### config.mk
export PLATFORM = sky130hd
export DESIGN_NAME = anim_frame_sequencer
export DESIGN_NICKNAME = d
export VERILOG_FILES = /design/src/rtl/anim_frame_sequencer.sv
export SDC_FILE = /design/constraint.sdc
export NUM_CORES = 1
export LEC_CHECK = 0
export ABC_AREA = 1
export BUFFER_PORTS_ARGS = -buffer_cell sky130_fd_sc_hd__buf_2
export CORE_AREA = 3 3 43 45
export CTS_BUF_LIST = sky130_fd_sc_hd__clkbuf_16
export DETAILED_ROUTE_END_ITERATION = 10
export DIE_AREA = 0 0 46 48
export GPL_TIMING_DRIVEN = 0
export PLACE_DENSITY = 0.72
export SETUP_SLACK_MARGIN = 0.4
export SLEW_MARGIN = 20
export SYNTH_ARGS = -nofsm -noshare
export SYNTH_HDL_FRONTEND = slang
export SYNTH_SLANG_ARGS = --single-unit
### constraint.sdc
create_clock -name Clk -period 1.5 [get_ports Clk]
set_input_delay 0.15 -clock Clk [delete_from_list [all_inputs] [get_ports Clk]]
set_output_delay 0.15 -clock Clk [all_outputs]
set_load 0.02 [all_outputs]
### src/rtl/anim_frame_sequencer.sv
// Sprite animation sequencer: steps a frame index every HOLD_FRAMES
// frame_clk edges in loop, ping-pong or one-shot mode.
module anim_frame_sequencer #(
  parameter int NUM_FRAMES  = 4,
  parameter int HOLD_FRAMES = 10,
  parameter int IDX_W  = ($clog2(NUM_FRAMES) > 0 ? $clog2(NUM_FRAMES) : 1),
  parameter int HOLD_W = ($clog2(HOLD_FRAMES) > 0 ? $clog2(HOLD_FRAMES) : 1)
) (
  input  logic             Clk,
  input  logic             Reset_n,
  input  logic             frame_clk,
  input  logic             enable,
  input  logic             restart,
  input  logic [1:0]       mode,
  output logic [IDX_W-1:0] frame_idx,
  output logic             frame_tick,
  output logic             seq_done,
  output logic             busy
);

  typedef enum logic {S_RUN, S_DONE} state_t;

  localparam logic [IDX_W-1:0]  IDX_LAST  = IDX_W'(NUM_FRAMES - 1);
  localparam logic [HOLD_W-1:0] HOLD_LAST = HOLD_W'(HOLD_FRAMES - 1);
  localparam logic [IDX_W-1:0]  IDX_ONE   = IDX_W'(1);

  logic              fc_d1_q, fc_d2_q;
  logic [HOLD_W-1:0] hold_q, hold_d;
  logic [IDX_W-1:0]  idx_q, idx_d;
  logic              dir_q, dir_d;
  state_t            state_q, state_d;
  logic              tick_q, tick_d;
  logic              done_q, done_d;
  logic              busy_q;
  logic              qedge, adv;

  assign qedge = fc_d1_q & ~fc_d2_q & enable;

  always_comb begin
    hold_d  = hold_q;
    idx_d   = idx_q;
    dir_d   = dir_q;
    state_d = state_q;
    done_d  = 1'b0;
    adv     = 1'b0;
    // direction only has meaning in ping-pong
    if (mode != 2'b01) dir_d = 1'b0;
    if (restart) begin
      hold_d  = '0;
      idx_d   = '0;
      dir_d   = 1'b0;
      state_d = S_RUN;
    end else if (qedge && state_q == S_RUN) begin
      if (hold_q == HOLD_LAST) begin
        hold_d = '0;
        adv    = 1'b1;
      end else begin
        hold_d = hold_q + 1'b1;
      end
    end
    if (adv) begin
      unique case (1'b1)
        (mode == 2'b01): begin
          if (NUM_FRAMES == 1) begin
            done_d = 1'b1;
          end else if (!dir_q) begin
            if (idx_q < IDX_LAST) begin
              idx_d = idx_q + 1'b1;
            end else begin
              idx_d = idx_q - 1'b1;
              dir_d = 1'b1;
            end
          end else if (idx_q != '0) begin
            idx_d = idx_q - 1'b1;
            if (idx_q == IDX_ONE) begin
              dir_d  = 1'b0;
              done_d = 1'b1;
            end
          end else begin
            idx_d = idx_q + 1'b1;
            dir_d = 1'b0;
          end
        end
        (mode == 2'b10): begin
          if (idx_q < IDX_LAST) begin
            idx_d = idx_q + 1'b1;
          end else begin
            state_d = S_DONE;
            done_d  = 1'b1;
          end
        end
        default: begin
          if (idx_q < IDX_LAST) begin
            idx_d = idx_q + 1'b1;
          end else begin
            idx_d  = '0;
            done_d = 1'b1;
          end
        end
      endcase
    end
    tick_d = (idx_d != idx_q) && !restart;
  end

  always_ff @(posedge Clk) begin
    if (!Reset_n) begin
      fc_d1_q <= 1'b0;
      fc_d2_q <= 1'b0;
      hold_q  <= '0;
      idx_q   <= '0;
      dir_q   <= 1'b0;
      state_q <= S_RUN;
      tick_q  <= 1'b0;
      done_q  <= 1'b0;
      busy_q  <= 1'b1;
    end else begin
      fc_d1_q <= frame_clk;
      fc_d2_q <= fc_d1_q;
      hold_q  <= hold_d;
      idx_q   <= idx_d;
      dir_q   <= dir_d;
      state_q <= state_d;
      tick_q  <= tick_d;
      done_q  <= done_d;
      busy_q  <= (state_d == S_RUN);
    end
  end

  assign frame_idx  = idx_q;
  assign frame_tick = tick_q;
  assign seq_done   = done_q;
  assign busy       = busy_q;

endmodule

==> results.cfg, run 1 <==
[power]
peakVddDrop_mv = 0.921
leakage_nw = 0.538
powerDensity_nw_per_um2 = 794
total_power_mw = 0.905

[place]
gp_congestion = 0.883
portBuffers = 11
dp_hpwl_mm = 1.19
placed_area_sq_um = 926

[timing]
grt_setup_unrepaired = yes
slew-limit-headroom = 0.816
finalSetupViolCount = 0
fin_skew_ns = 0.000869
tightest_slew_ns = 0.275
fin_crit_ns = 1.27
fin_crit_sh = 0.847
report.final.slew_viol_count = 0
hold_ws_ns = 0.0932
fmax_mhz = 787
hold_viol_final = 0
fin_tns_setup_ns = 0

[critical_path]
r2r-start = frame_idx[0]
slowest_delay_ns = 0.39
cp.arrival_ns = 1.45
cp_data_required_time_ns = 1.68
ff2ff_path_depth = 11
cp_max_fo = 5
critical-path-top-cell-by-count = nand2_2
r2r_end = frame_tick
r2r_slack_ns = 0.23
crit_slowest_cell = dfxtp_4
cp_cell_sequence = ha_4 -> inv_2 -> o21ai_1 -> nand2_1 -> nand2_1 -> nand2_1 -> nand2_2 -> nand2_2 -> nand2_2 -> nand2_2 -> a21oi_2
endpoint_kind = flop
crit_type = reg -> reg
crit_path_start_kind = flop

[layout]
multi_input_comb_area_sq_um = 542
final_cell_mix = nand2_1, inv_1, nand2_2, buf_4, buf_2
stdcell_area_sq_um = 1140
final_common_cell = nand2_1
seqCellArea_sq_um = 273
drive_gt1_frac = 0.486
area.growth.synth_to_final_pct = 44.8
finalNetCount = 154
diodes = 0
fillers = 109

[die]
die_area_sq_um = 2210
initial_core_util = 0.522
core_sq_um = 1510
die_w_microns = 46
pin_count = 12
die_h_microns = 48
rows = 14

[yosys]
yosys_warnings = 0
synthCells = 111
synth_area_per_cell_sq_um = 7.09
synth_seq_cells = 13
syn-num-nets = 126
synth_top_area_frac = 0.331
seq_area_frac_synth = 0.331
synth_area_sq_um = 787
synth_area_leaders = dfxtp_1, nand2_1, ha_1
synth_cell_types = 19
yosysTopAreaCell = dfxtp_1

[drt]
vias = 809
drc = 0
drt_iter0_markers = 24
avgViaCountPerCell = 5.25
wl_per_cell_microns = 11.2
drt_wl_total_mm = 1.73
firstDrtPassIters = 4
ant_nets = 0

[min_path]
hp-start = frame_clk
whs_endpoint = fc_d1_q
hp-class = in -> reg
holdPathStages = 3

[clock_tree]
max-clock-path-buffers = 2
h-tree-depth = 1
clk_latency_ns = 0.24
hold_buffers = 0
root_buffer = clkbuf_16
cts_num_sinks = 13
cts_buffers = 3
cts.clk_slew.worst_paths_ns = 0.05
cts_tree = yes

[global_routing]
gr-total-overflow = 0
antenna_found_initial = 0
grt_pass1_vias = 681
grt_pass1_wl_mm = 2.86
track_usage = 0.180
grt_max_degree = 9

[run_status]
status = completed

[flow_run]
maxCapViolations = 0
worst max-delay path: cells and delay by family, from the launching register on:
family / cells / cell delay [ns]
AND/OR/NAND/NOR: 7 / 0.41
flip-flops: 1 / 0.39
adder cells (fa/ha/maj): 1 / 0.17
AO/OA/AOI/OAI: 2 / 0.17
buffers and inverters: 1 / 0.05
sequential cells by signal, summed over array words and instances, names as in the netlist:
signal	cells
busy	1
dir_q	1
fc_d1_q	1
fc_d2_q	1
frame_idx	2
frame_tick	1
hold_q	4
seq_done	1
state_q	1
cell usage after synthesis:
cell type	n
o22ai_1	2
nor3b_1	1
o211ai_1	1
o21ai_0	3
nand4_1	1
inv_1	19
nand2_1	28
nand2_2	6
dfxtp_1	13
nand3_2	3
inv_2	1
ha_1	8
nand3_1	5
a21oi_2	1
a31oi_1	1
a21oi_1	5
nor2_4	2
nor2_1	10
nor3_1	1
worst max path at each step:
stage	startpoint	to	slack, ns	depth (start not counted)
after floorplan	frame_idx[1]	frame_tick	0.28	11
after global placement	mode[0]	frame_tick	0.15	13
after detailed placement	mode[0]	frame_tick	0.12	13
after CTS	frame_idx[1]	frame_tick	0.22	11
after global routing	frame_idx[0]	frame_tick	0.14	11
final	frame_idx[0]	frame_tick	0.23	11
logic make-up (layout without fill, tap and decap cells):
kind of cell,Yosys count,count (layout),synth area share
and+or+nand+nor,57,57,0.351
buffers and inverters,20,47,0.0954
AOI/OAI and AO/OA,13,13,0.0954
DFF,13,13,0.331
adders and majority gates,8,8,0.127
final cells by class:
class / count / area share
Clock inverter: 1 / 0.00439
Clock buffer: 3 / 0.0659
Multi-Input combinational cell: 78 / 0.475
Inverter: 20 / 0.0703
Sequential cell: 13 / 0.239
Tap cell: 16 / 0.0176
Timing Repair Buffer: 23 / 0.127
per-layer routing:
layer,up-vias,track usage,routed length [microns]
met1,376,0.229,758
li1,402,-,-
met5,-,0,0
met4,0,0.0455,19
met2,25,0.294,849
met3,6,0.0564,105
power breakdown:
group,switching [mW],internal (mW)
combinational,0.0352,0.0208
clock,0.146,0.354
sequential,0.00204,0.346
total,0.184,0.721
repair_timing:
item | in CTS | in global routing
gates resized for setup | 5 | 13
endpoints found under the setup margin | 7 | 9
pin swaps | 6 | 11
setup buffers | 8 | 4
cloned | 0 | 0
per-stage QoR:
step                setup WS (ns)   util  cells
finish                      0.229  0.757    154
global placement            0.149  0.615    138
detailed placement          0.121  0.615    138
global route                0.139  0.757    154
CTS                         0.221  0.713    150
floorplan                   0.282      -    111
(Power assumes the default switching activity.)
==> run 2: changes to the inputs <==
--- a/config.mk
+++ b/config.mk
@@ -7,12 +7,12 @@
 export LEC_CHECK = 0
 export ABC_AREA = 1
 export BUFFER_PORTS_ARGS = -buffer_cell sky130_fd_sc_hd__buf_2
-export CORE_AREA = 3 3 43 45
+export CORE_AREA = 3 3 45 47
 export CTS_BUF_LIST = sky130_fd_sc_hd__clkbuf_16
 export DETAILED_ROUTE_END_ITERATION = 10
-export DIE_AREA = 0 0 46 48
+export DIE_AREA = 0 0 48 50
 export GPL_TIMING_DRIVEN = 0
-export PLACE_DENSITY = 0.72
+export PLACE_DENSITY = 0.69
 export SETUP_SLACK_MARGIN = 0.4
 export SLEW_MARGIN = 20
 export SYNTH_ARGS = -nofsm -noshare
==> constraint.sdc (replaced) <==
create_clock -name Clk -period 1 [get_ports Clk]
set_input_delay 0.1 -clock Clk [delete_from_list [all_inputs] [get_ports Clk]]
set_output_delay 0.1 -clock Clk [all_outputs]
set_load 0.02 [all_outputs]
==> results.cfg, run 2 (same netlist as run 1, synthesis figures left out) <==
[run_status]
violations = setup timing
status = finished with violations

[timing]
hold_ws_ns = 0.0393
report.final.slew_viol_count = 0
fin_crit_sh = 1.30
tightest_slew_ns = 0.246
fin_skew_ns = 0.00120
slew-limit-headroom = 0.836
setup_slack_ns = -0.302
fin_tns_setup_ns = -1.78
finalSetupViolCount = 9
hold_viol_final = 0
fmax_mhz = 768
grt_setup_unrepaired = yes
fin_crit_ns = 1.30

[layout]
utilization = 0.733
final_common_cell = nand2_1
drive_gt1_frac = 0.546
largest-register = hold_q
area.growth.synth_to_final_pct = 57.2
instances_no_fill = 158
stdcell_area_sq_um = 1240
final_cell_mix = nand2_1, buf_4, inv_1, nand2_2, nor2_1
finalNetCount = 157
largest_register_ffs = 4
diodes = 0
fillers = 122

[clock_tree]
cts.clk_slew.worst_paths_ns = 0.04
h-tree-depth = 1
cts_num_sinks = 13
cts_tree = yes
cts_buffers = 3
clk_latency_ns = 0.24
hold_buffers = 0
max-clock-path-buffers = 2
root_buffer = clkbuf_16

[flow_run]
maxCapViolations = 0

[power]
powerDensity_nw_per_um2 = 1100
peakVddDrop_mv = 1.17
leakage_nw = 0.578
total_power_mw = 1.36

[critical_path]
cp.arrival_ns = 1.48
cp_top_family = simple AND/OR/NAND/NOR gates
crit_path_start_kind = flop
slowest_delay_ns = 0.40
r2r_slack_ns = -0.30
critical-path-top-cell-by-count = nand2_1
cp_data_required_time_ns = 1.18
cp_max_fo = 6
crit_type = reg -> reg
crit_slowest_cell = dfxtp_4
endpoint_kind = flop
cp_cell_sequence = ha_4 -> inv_2 -> o21ai_1 -> nand2_1 -> nand2_1 -> nand2_2 -> nand2_2 -> nand2_1 -> nand2_1 -> nand2_2 -> a21oi_2
path_buf_inv = 1

[place]
dp_hpwl_mm = 1.19
dpl.cell_count = 139
portBuffers = 11
place_ws_ns = -0.341
placed_area_sq_um = 931
gp_congestion = 0.890

[drt]
drt_iter0_markers = 23
drt_wl_total_mm = 1.86
firstDrtPassIters = 4
met2WireLength_microns = 931
vias = 798
avgViaCountPerCell = 5.05
dr_wl_met3_microns = 110
wl_per_cell_microns = 11.8
ant_nets = 0
drc = 0
wl_met1_microns = 785
routed.top_layer = met4

[die]
die_h_microns = 50
die_w_microns = 48
die_area_sq_um = 2400
rows = 15
core_sq_um = 1690
initial_core_util = 0.466
pin_count = 12

[global_routing]
grt_pass1_wl_mm = 3.22
grt_max_degree = 9
gr-total-overflow = 0
grt_pass1_vias = 749
antenna_found_initial = 0
track_usage = 0.189

[min_path]
hp-class = in -> reg
==> run 2: changes by cell type in the layout (fill, tap and decap cells not counted), moves of 2 or more <==
cell     previous run  this run
inv_2               5         7
buf_2              11         6
inv_1              13        11
nand2_4             1         3
dfxtp_4             2         4
buf_6               0         7
==> run 2: final cells by class <==
class                           instances  area (sq um)  share of cell area
Clock inverter                          1          5.00             0.00404
Tap cell                               17          21.3              0.0172
Clock buffer                            3          75.1              0.0607
Sequential cell                        13           279               0.225
Multi-Input combinational cell         78           568               0.459
Timing Repair Buffer                   26           206               0.167
Inverter                               20          82.6              0.0667
==> run 2: worst paths after layout <==
kind	cells past startpoint	endpoint	from
max reg2reg	11	frame_tick	frame_idx[0]
max	11	frame_tick	frame_idx[0]
min	3	fc_d1_q	frame_clk
min reg2reg	2	fc_d2_q	fc_d1_q
==> run 2: worst min-delay path, cell delays in order <==
cell	delay (ns)
buf_2	0.08
nand2_1	0.04
inv_1	0.04
==> run 2: what timing repair did <==
action	4_1_cts	5_1_grt
endpoints found under the setup margin	16	16
pin swaps	9	4
setup buffers	12	3
resized for setup	27	13
==> run 2: power by group <==
part	internal (mW)	total (mW)	switching [mW]
sequential	0.515	0.519	0.00371
combinational	0.0317	0.0856	0.0540
clock	0.532	0.756	0.224
total	1.08	1.36	0.282
==> run 2: routing by layer <==
metal | global-route usage | up-vias
met5 | 0 | -
met4 | 0.0538 | 0
met3 | 0.0876 | 5
met2 | 0.282 | 23
met1 | 0.237 | 360
li1 | - | 410
==> run 3: changes to the inputs <==
--- a/config.mk
+++ b/config.mk
@@ -6,7 +6,7 @@
 export NUM_CORES = 1
 export LEC_CHECK = 0
 export ABC_AREA = 1
-export BUFFER_PORTS_ARGS = -buffer_cell sky130_fd_sc_hd__buf_2
+export BUFFER_PORTS_ARGS = -buffer_cell sky130_fd_sc_hd__buf_4
 export CORE_AREA = 3 3 45 47
 export CTS_BUF_LIST = sky130_fd_sc_hd__clkbuf_16
 export DETAILED_ROUTE_END_ITERATION = 10
==> results.cfg, run 3 (same netlist as run 1, synthesis figures left out) <==
[run_status]
status = finished with violations
violations = setup timing

[timing]
report.final.slew_viol_count = 0
fin_crit_ns = 1.31
setup_slack_ns = -0.315
grt_setup_unrepaired = yes
fin_skew_ns = 0.00203
tightest_slew_ns = 0.323
slew-limit-headroom = 0.784
finalSetupViolCount = 10
hold_ws_ns = 0.0396
fin_crit_sh = 1.31
hold_viol_final = 0
fmax_mhz = 761
fin_tns_setup_ns = -1.52

[global_routing]
grt_pass1_vias = 757
grt_pass1_wl_mm = 3.05
gr-total-overflow = 0
track_usage = 0.178
antenna_found_initial = 0
grt_max_degree = 8

[power]
p_seq_frac = 0.386
peakVddDrop_mv = 1.09
pwr-share-comb = 0.066
p_sw_mw = 0.269
powerDensity_nw_per_um2 = 1110
power_frac_clock = 0.548
p_sw_frac = 0.199
p_int_mw = 1.08
leakage_nw = 0.575

[critical_path]
cp_max_fo = 5
r2r-start = frame_idx[0]
crit_type = reg -> reg
cp.arrival_ns = 1.49
worstSetupStartpoint = frame_idx[0]
r2r_end = frame_tick
cp_data_required_time_ns = 1.18
endpoint_kind = flop
r2r_slack_ns = -0.31
crit_path_start_kind = flop
ff2ff_path_depth = 11
crit_path_end = frame_tick

[drt]
ant_nets = 0
avgViaCountPerCell = 4.89
firstDrtPassIters = 4
wl_per_cell_microns = 11.0
drc = 0
drt_wl_total_mm = 1.73
vias = 767
drt_iter0_markers = 9

[clock_tree]
max-clock-path-buffers = 2
cts_num_sinks = 13
clk_latency_ns = 0.24
cts_buffers = 3
cts.clk_slew.worst_paths_ns = 0.04
root_buffer = clkbuf_16
hold_buffers = 0
h-tree-depth = 1
cts_tree = yes

[layout]
drive_gt1_frac = 0.479
finalNetCount = 156
final_common_cell = nand2_1
largest_register_ffs = 4
largest-register = hold_q
area.growth.synth_to_final_pct = 54.2
fillers = 126
final_cell_mix = nand2_1, buf_4, inv_1
diodes = 0
stdcell_area_sq_um = 1210

[die]
pin_count = 12
rows = 15
core_sq_um = 1690
initial_core_util = 0.466
die_w_microns = 48
die_area_sq_um = 2400
die_h_microns = 50

[place]
dp_hpwl_mm = 1.16
placed_area_sq_um = 958
place_ws_ns = -0.305
gp_congestion = 0.865
portBuffers = 11

[min_path]
hp-class = in -> reg

[flow_run]
maxCapViolations = 0
run 3: changes by cell type in the layout (fill, tap and decap cells not counted), moves of 3 or more:
cell,delta
buf_2,-6
nand2_1,+3
buf_4,+5
inv_1,+3
run 3: layout make-up:
| type | count | area [sq um] | share of cell area |
|---|---|---|---|
| sequential | 13 | 277 | 0.228 |
| clock inverter | 1 | 3.75 | 0.00309 |
| timing repair buffer | 25 | 214 | 0.176 |
| clock buffer | 3 | 75.1 | 0.0619 |
| multi-input combinational | 78 | 543 | 0.447 |
| inverter | 20 | 80.1 | 0.0660 |
| tap | 17 | 21.3 | 0.0175 |
run 3: worst max-delay path, cell delays in order, from the launching register on:
cell and delay, ns:
dfxtp_4 0.39, ha_4 0.17, inv_2 0.04, o21ai_1 0.06, nand2_1 0.06, nand2_1 0.05
nand2_1 0.06, nand2_2 0.10, nand2_1 0.07, nand2_1 0.08, nand2_2 0.05, a21oi_2 0.11
run 3: timing repair:
| item | 4_1_cts | 5_1_grt |
|---|---|---|
| pin swaps | 8 | 10 |
| resized for setup | 18 | 6 |
| endpoints found under the setup margin | 16 | 16 |
| buffers inserted | 12 | 2 |
run 3: per-stage QoR:
step / util / power, mW / cells
finish: 0.719 / 1.35 / 157
global route: 0.719 / 1.41 / 157
CTS: 0.700 / 1.37 / 155
detailed placement: 0.567 / 0.612 / 139
global placement: 0.567 / 0.611 / 139
floorplan: - / 0.578 / 111
run 3: power groups by stage:
stage	registers [mW]	clock network [mW]	logic, mW
final	0.521	0.741	0.0897
after global routing	0.521	0.783	0.101
after CTS	0.523	0.760	0.0878
after detailed placement	0.532	0	0.0795
after global placement	0.532	0	0.0792
after floorplan	0.532	0	0.0461
run 3: worst min-delay path by stage:
stage / from / endpoint / cells past startpoint / slack, ns
6_report: frame_clk / fc_d1_q / 3 / 0.04
5_1_grt: frame_clk / fc_d1_q / 3 / 0.07
3_5_place_dp: frame_clk / fc_d1_q / 3 / 0.29
4_1_cts: frame_clk / fc_d1_q / 3 / 0.04
2_1_floorplan: Reset_n / fc_d1_q / 2 / 0.19
3_3_place_gp: frame_clk / fc_d1_q / 3 / 0.28
run 3: per-layer routing:
layer  wire length, microns  up-vias  GRT usage
met1                    734      345      0.213
li1                       -      404          -
met5                      0        -          0
met3                     97        2     0.0839
met2                    883       16      0.278
met4                     13        0     0.0493
